--- config.mk ---
export PLATFORM = sky130hd
export DESIGN_NAME = rop_frag_queue
export DESIGN_NICKNAME = d
export VERILOG_FILES = /design/src/rtl/rop_frag_queue.sv
export SDC_FILE = /design/constraint.sdc
export NUM_CORES = 1
export LEC_CHECK = 0
export CAP_MARGIN = 15
export CORE_UTILIZATION = 49
export CTS_CLUSTER_SIZE = 24
export DETAILED_ROUTE_END_ITERATION = 7
export PLACE_DENSITY_LB_ADDON = 0.05
export SYNTH_ARGS = -nofsm -noshare
export SYNTH_HDL_FRONTEND = slang
export SYNTH_SLANG_ARGS = --single-unit
--- constraint.sdc ---
create_clock -name clk -period 22.5 [get_ports clk]
set_input_delay 3.375 -clock clk [delete_from_list [all_inputs] [get_ports clk]]
set_output_delay 3.375 -clock clk [all_outputs]
set_load 0.1 [all_outputs]
--- src/rtl/rop_frag_queue.sv ---
// ROP fragment queue: buffers NUM_LANES-wide fragment entries and
// re-issues each as OUT_LANES-wide beats, skipping empty chunks.
module rop_frag_queue #(
    parameter int NUM_LANES  = 4,
    parameter int OUT_LANES  = 2,
    parameter int QUEUE_SIZE = 4,
    parameter int DIM_BITS   = 16,
    parameter int DEPTH_BITS = 24,
    localparam int NUM_CHUNKS = NUM_LANES / OUT_LANES,
    localparam int CHUNK_BITS = (NUM_CHUNKS > 1) ? $clog2(NUM_CHUNKS) : 1,
    localparam int CNT_BITS   = $clog2(QUEUE_SIZE + 1)
) (
    input  logic                            clk,
    input  logic                            reset,
    input  logic                            in_valid,
    output logic                            in_ready,
    input  logic [NUM_LANES-1:0]            in_tmask,
    input  logic [NUM_LANES*DIM_BITS-1:0]   in_pos_x,
    input  logic [NUM_LANES*DIM_BITS-1:0]   in_pos_y,
    input  logic [NUM_LANES*32-1:0]         in_color,
    input  logic [NUM_LANES*DEPTH_BITS-1:0] in_depth,
    input  logic [NUM_LANES-1:0]            in_backface,
    output logic                            out_valid,
    input  logic                            out_ready,
    output logic [OUT_LANES-1:0]            out_tmask,
    output logic [OUT_LANES*DIM_BITS-1:0]   out_pos_x,
    output logic [OUT_LANES*DIM_BITS-1:0]   out_pos_y,
    output logic [OUT_LANES*32-1:0]         out_color,
    output logic [OUT_LANES*DEPTH_BITS-1:0] out_depth,
    output logic [OUT_LANES-1:0]            out_backface,
    output logic [CHUNK_BITS-1:0]           out_chunk,
    output logic                            out_last,
    output logic [CNT_BITS-1:0]             count,
    output logic                            empty,
    output logic                            full
);

    localparam int PTR_BITS = $clog2(QUEUE_SIZE);
    localparam int OXW = OUT_LANES * DIM_BITS;
    localparam int OCW = OUT_LANES * 32;
    localparam int OZW = OUT_LANES * DEPTH_BITS;

    logic [NUM_LANES-1:0]            tmask_mem [QUEUE_SIZE];
    logic [NUM_LANES*DIM_BITS-1:0]   pos_x_mem [QUEUE_SIZE];
    logic [NUM_LANES*DIM_BITS-1:0]   pos_y_mem [QUEUE_SIZE];
    logic [NUM_LANES*32-1:0]         color_mem [QUEUE_SIZE];
    logic [NUM_LANES*DEPTH_BITS-1:0] depth_mem [QUEUE_SIZE];
    logic [NUM_LANES-1:0]            bface_mem [QUEUE_SIZE];

    logic [PTR_BITS-1:0]   rptr;
    logic [PTR_BITS-1:0]   wptr;
    logic [CHUNK_BITS-1:0] cptr;
    logic [CNT_BITS-1:0]   count_q;

    logic [NUM_LANES-1:0]  head_tmask;
    logic [CHUNK_BITS-1:0] cur;
    logic                  found;
    logic                  above;
    logic                  push_store;
    logic                  fire;
    logic                  pop;

    assign empty     = (count_q == '0);
    assign full      = (count_q == CNT_BITS'(QUEUE_SIZE));
    assign count     = count_q;
    assign in_ready  = !full;
    assign out_valid = !empty;

    // Zero-mask entries are accepted but never written.
    assign push_store = in_valid && in_ready && (|in_tmask);
    assign fire       = out_valid && out_ready;
    assign pop        = fire && out_last;

    assign head_tmask = tmask_mem[rptr];

    // First non-empty chunk at or above cptr; flag any non-empty chunk after it.
    always_comb begin
        cur   = '0;
        found = 1'b0;
        above = 1'b0;
        for (int i = 0; i < NUM_CHUNKS; i++) begin
            if (|head_tmask[i*OUT_LANES +: OUT_LANES]) begin
                if (!found && (CHUNK_BITS'(i) >= cptr)) begin
                    found = 1'b1;
                    cur   = CHUNK_BITS'(i);
                end else if (found) begin
                    above = 1'b1;
                end
            end
        end
    end

    assign out_chunk = (NUM_CHUNKS == 1 || empty) ? '0 : cur;
    assign out_last  = !empty && ((NUM_CHUNKS == 1) || !above);

    assign out_tmask    = head_tmask[int'(cur)*OUT_LANES +: OUT_LANES];
    assign out_pos_x    = pos_x_mem[rptr][int'(cur)*OXW +: OXW];
    assign out_pos_y    = pos_y_mem[rptr][int'(cur)*OXW +: OXW];
    assign out_color    = color_mem[rptr][int'(cur)*OCW +: OCW];
    assign out_depth    = depth_mem[rptr][int'(cur)*OZW +: OZW];
    assign out_backface = bface_mem[rptr][int'(cur)*OUT_LANES +: OUT_LANES];

    // Storage is intentionally not reset.
    always_ff @(posedge clk) begin
        if (push_store) begin
            tmask_mem[wptr] <= in_tmask;
            pos_x_mem[wptr] <= in_pos_x;
            pos_y_mem[wptr] <= in_pos_y;
            color_mem[wptr] <= in_color;
            depth_mem[wptr] <= in_depth;
            bface_mem[wptr] <= in_backface;
        end
    end

    always_ff @(posedge clk or negedge reset) begin
        if (!reset) begin
            rptr    <= '0;
            wptr    <= '0;
            cptr    <= '0;
            count_q <= '0;
        end else begin
            if (push_store) begin
                wptr <= wptr + PTR_BITS'(1);
            end
            if (fire) begin
                if (out_last) begin
                    rptr <= rptr + PTR_BITS'(1);
                    cptr <= '0;
                end else begin
                    cptr <= cur + CHUNK_BITS'(1);
                end
            end
            unique case ({push_store, pop})
                2'b10:   count_q <= count_q + CNT_BITS'(1);
                2'b01:   count_q <= count_q - CNT_BITS'(1);
                default: count_q <= count_q;
            endcase
        end
    end

endmodule

==> results.json <==
{
  "die_h_um": 336,
  "drcViolationCount": 0,
  "post_cts_buffers": 0,
  "holdWs_ns": 0.574,
  "cp.arrival_ns": 7.75,
  "setup_viol": 0,
  "rows": 122,
  "io_buffers": 552,
  "synth.largest_area_cell": "edfxtp_1",
  "crit_fanout": 45,
  "tns_ns": 0,
  "globalplace.congestion": 0.736,
  "boundaryPins": 553,
  "antenna_found_initial": 51,
  "drive_gt1_frac": 0.264,
  "layout.cells.non_filler": 4397,
  "coreArea_um2": 111000,
  "hpwl_um": 68400,
  "yosys-top-cells-area": "edfxtp_1 (79%), mux4_2 (15%), mux2_4 (2.5%), mux2_2 (1.4%), clkbuf_1 (0.42%)",
  "cts_resized": 0,
  "clkTransAtPathRegs_ns": 0.06,
  "fin_area_um2": 66700,
  "place_area_um2": 61900,
  "async_flop_share": 0.00552,
  "cts_buffers": 151,
  "first_iter_violations": 1413,
  "vias": 24200,
  "slew_viol_final": 0,
  "status": "complete, no violations",
  "syn_avg_cell_area_um2": 25.6,
  "die_w_um": 336,
  "ant_nets": 0,
  "synth_cell_types": 27,
  "synth-seq-cells": 1448,
  "clock_path_buffers": 3,
  "synth_edf_count": 1440,
  "cts.sinks": 1448,
  "wl_um": 116000,
  "min_period_over_period": 0.495,
  "grt_start_max_net_pins": 140,
  "drv_cap": 0,
  "ys_seq_area_frac": 0.794,
  "clk_latency_ns": 0.73,
  "synth.most_common_cell": "edfxtp_1",
  "syn-num-nets": 2507,
  "hold_path.class": "register to register",
  "grt_overflow_total": 0,
  "crit_path_end_kind": "output port",
  "ys.flop_type": "edfxtp_1",
  "syn_area_um2": 54700,
  "yosysWarnings": 0,
  "ctsHoldBuffers": 0,
  "viasPerCell": 5.50,
  "grt_pass1_wl_um": 169000,
  "finClkSkew_ns": 0.0165,
  "synth_cells": 2137,
  "grt_pass1_vias": 25900,
  "max_freq_mhz": 89.9,
  "fin_crit_ns": 11.13,
  "cts-root-buf": "clkbuf_16",
  "start_kind": "register",
  "h-tree-depth": 4,
  "tightest_slew_ns": 1.18,
  "fin_nets": 3147,
  "critPathKind": "register to output port",
  "die-area_um2": 113000,
  "synth.top_cell.area_share": 0.790,
  "worst_ep_required_time_ns": 19.12,
  "place_inst": 4112,
  "wl_per_cell_um": 26.3,
  "hold_violations": 0,
  "cts_tree": "yes",
  "grt_use_total": 0.206,
  "rsz0062_at_grt": "no",
  "start_util": 0.495,
  "slew_headroom": 0.211,
  "drt_pass1_iterations": 5,
  "area_growth_pct": 21.9,
  "synthTopCellsByCount": "edfxtp_1 (1440), mux4_2 (360), mux2_4 (90)"
}
## critical path, cell delays in order (launching register included)
cell and delay (ns):
dfrtp_4 0.98, buf_4 0.74, buf_4 0.80, buf_4 0.86, buf_4 0.82, buf_4 0.73, mux4_2 0.59, mux2_1 0.36
clkdlybuf4s50_1 0.98
## flip-flops by register name, summed over array words and instances, names as in the netlist
| signal | count |
|---|---|
| rptr | 2 |
| count | 3 |
| cptr | 1 |
| wptr | 2 |
| pos_y_mem | 256 |
| pos_x_mem | 256 |
| color_mem | 512 |
| tmask_mem | 16 |
| depth_mem | 384 |
| bface_mem | 16 |
## cells by family (layout without fill, tap and decap cells)
family          Yosys count  in the layout  synth area share
mux                     540            540             0.191
compound gates            9              9           0.00114
other cells               0             14                 0
fa+ha+maj                 6              6           0.00151
buf+inv                 108            866           0.00985
flops                  1448           1448             0.794
xor+xnor                  6              6          0.000960
simple gates             20             20           0.00167
## path summary, 6_finish.rpt
kind                       cells past startpoint                 start                         end  slack [ns]
hold / removal                                 1  count[0]$_DFFE_PN0P_        count[0]$_DFFE_PN0P_        0.57
max in group asynchronous                      1                 reset         rptr[1]$_DFFE_PN0P_       19.24
hold reg to reg                                1  count[0]$_DFFE_PN0P_        count[0]$_DFFE_PN0P_        0.57
setup / recovery                               8   rptr[0]$_DFFE_PN0P_               out_color[21]       11.37
min in group asynchronous                      1                 reset         rptr[0]$_DFFE_PN0P_        2.93
setup reg to reg                               6  count[0]$_DFFE_PN0P_  color_mem[2][31]$_DFFE_PP_       17.67
## cells in the final DEF, fill, tap and decap left out
master and instances:
clkbuf_1 35, mux4_2 360, clkdlybuf4s50_1 552, clkinv_8 3, o221a_2 1, inv_1 9
bufinv_16 11, mux2_4 90, or3_1 1, edfxtp_1 1440, clkinvlp_4 1, o41ai_1 1
dfrtp_4 2, nor3b_1 1, mux2_1 19, and2_4 4, buf_12 3, clkinv_1 35
mux2_2 70, o21ai_2 1, a21oi_1 4, nor2_1 8, o21ai_0 1, buf_4 31
inv_6 7, mux2i_1 1, fa_1 1, clkbuf_16 157, nand2_1 6, xor2_1 4
dfrtp_1 6, diode_2 14, clkinv_2 22, ha_1 5, xnor2_1 2, o21ai_4 1
## stage by stage
stage               setup slack (ns)  utilization
floorplan                       9.76            -
global placement               11.73        0.560
detailed placement             11.69        0.560
CTS                            10.87        0.603
global route                   10.50        0.603
finish                         11.37        0.603
## metal layers
metal / vias to the layer above / GRT usage / routed length, um
met5: - / 0 / 414
met4: 68 / 0.0718 / 3160
met3: 255 / 0.0741 / 9060
met2: 632 / 0.333 / 57800
met1: 12700 / 0.257 / 45300
li1: 10500 / - / -
## area by class of cell
cell class,count,area (um^2)
diodes,14,35.0
repair buffers,586,5820
clock buffers,192,4060
flip-flops and latches,1448,43400
multi-input cells,581,10800
well taps,1488,1860
clock inverters,79,689
inverters,9,33.8
fillers,7770,43900
Power is left out: the tool's default activity adds up to more than one toggle a clock period on the data nets, which glitch-free logic cannot reach.
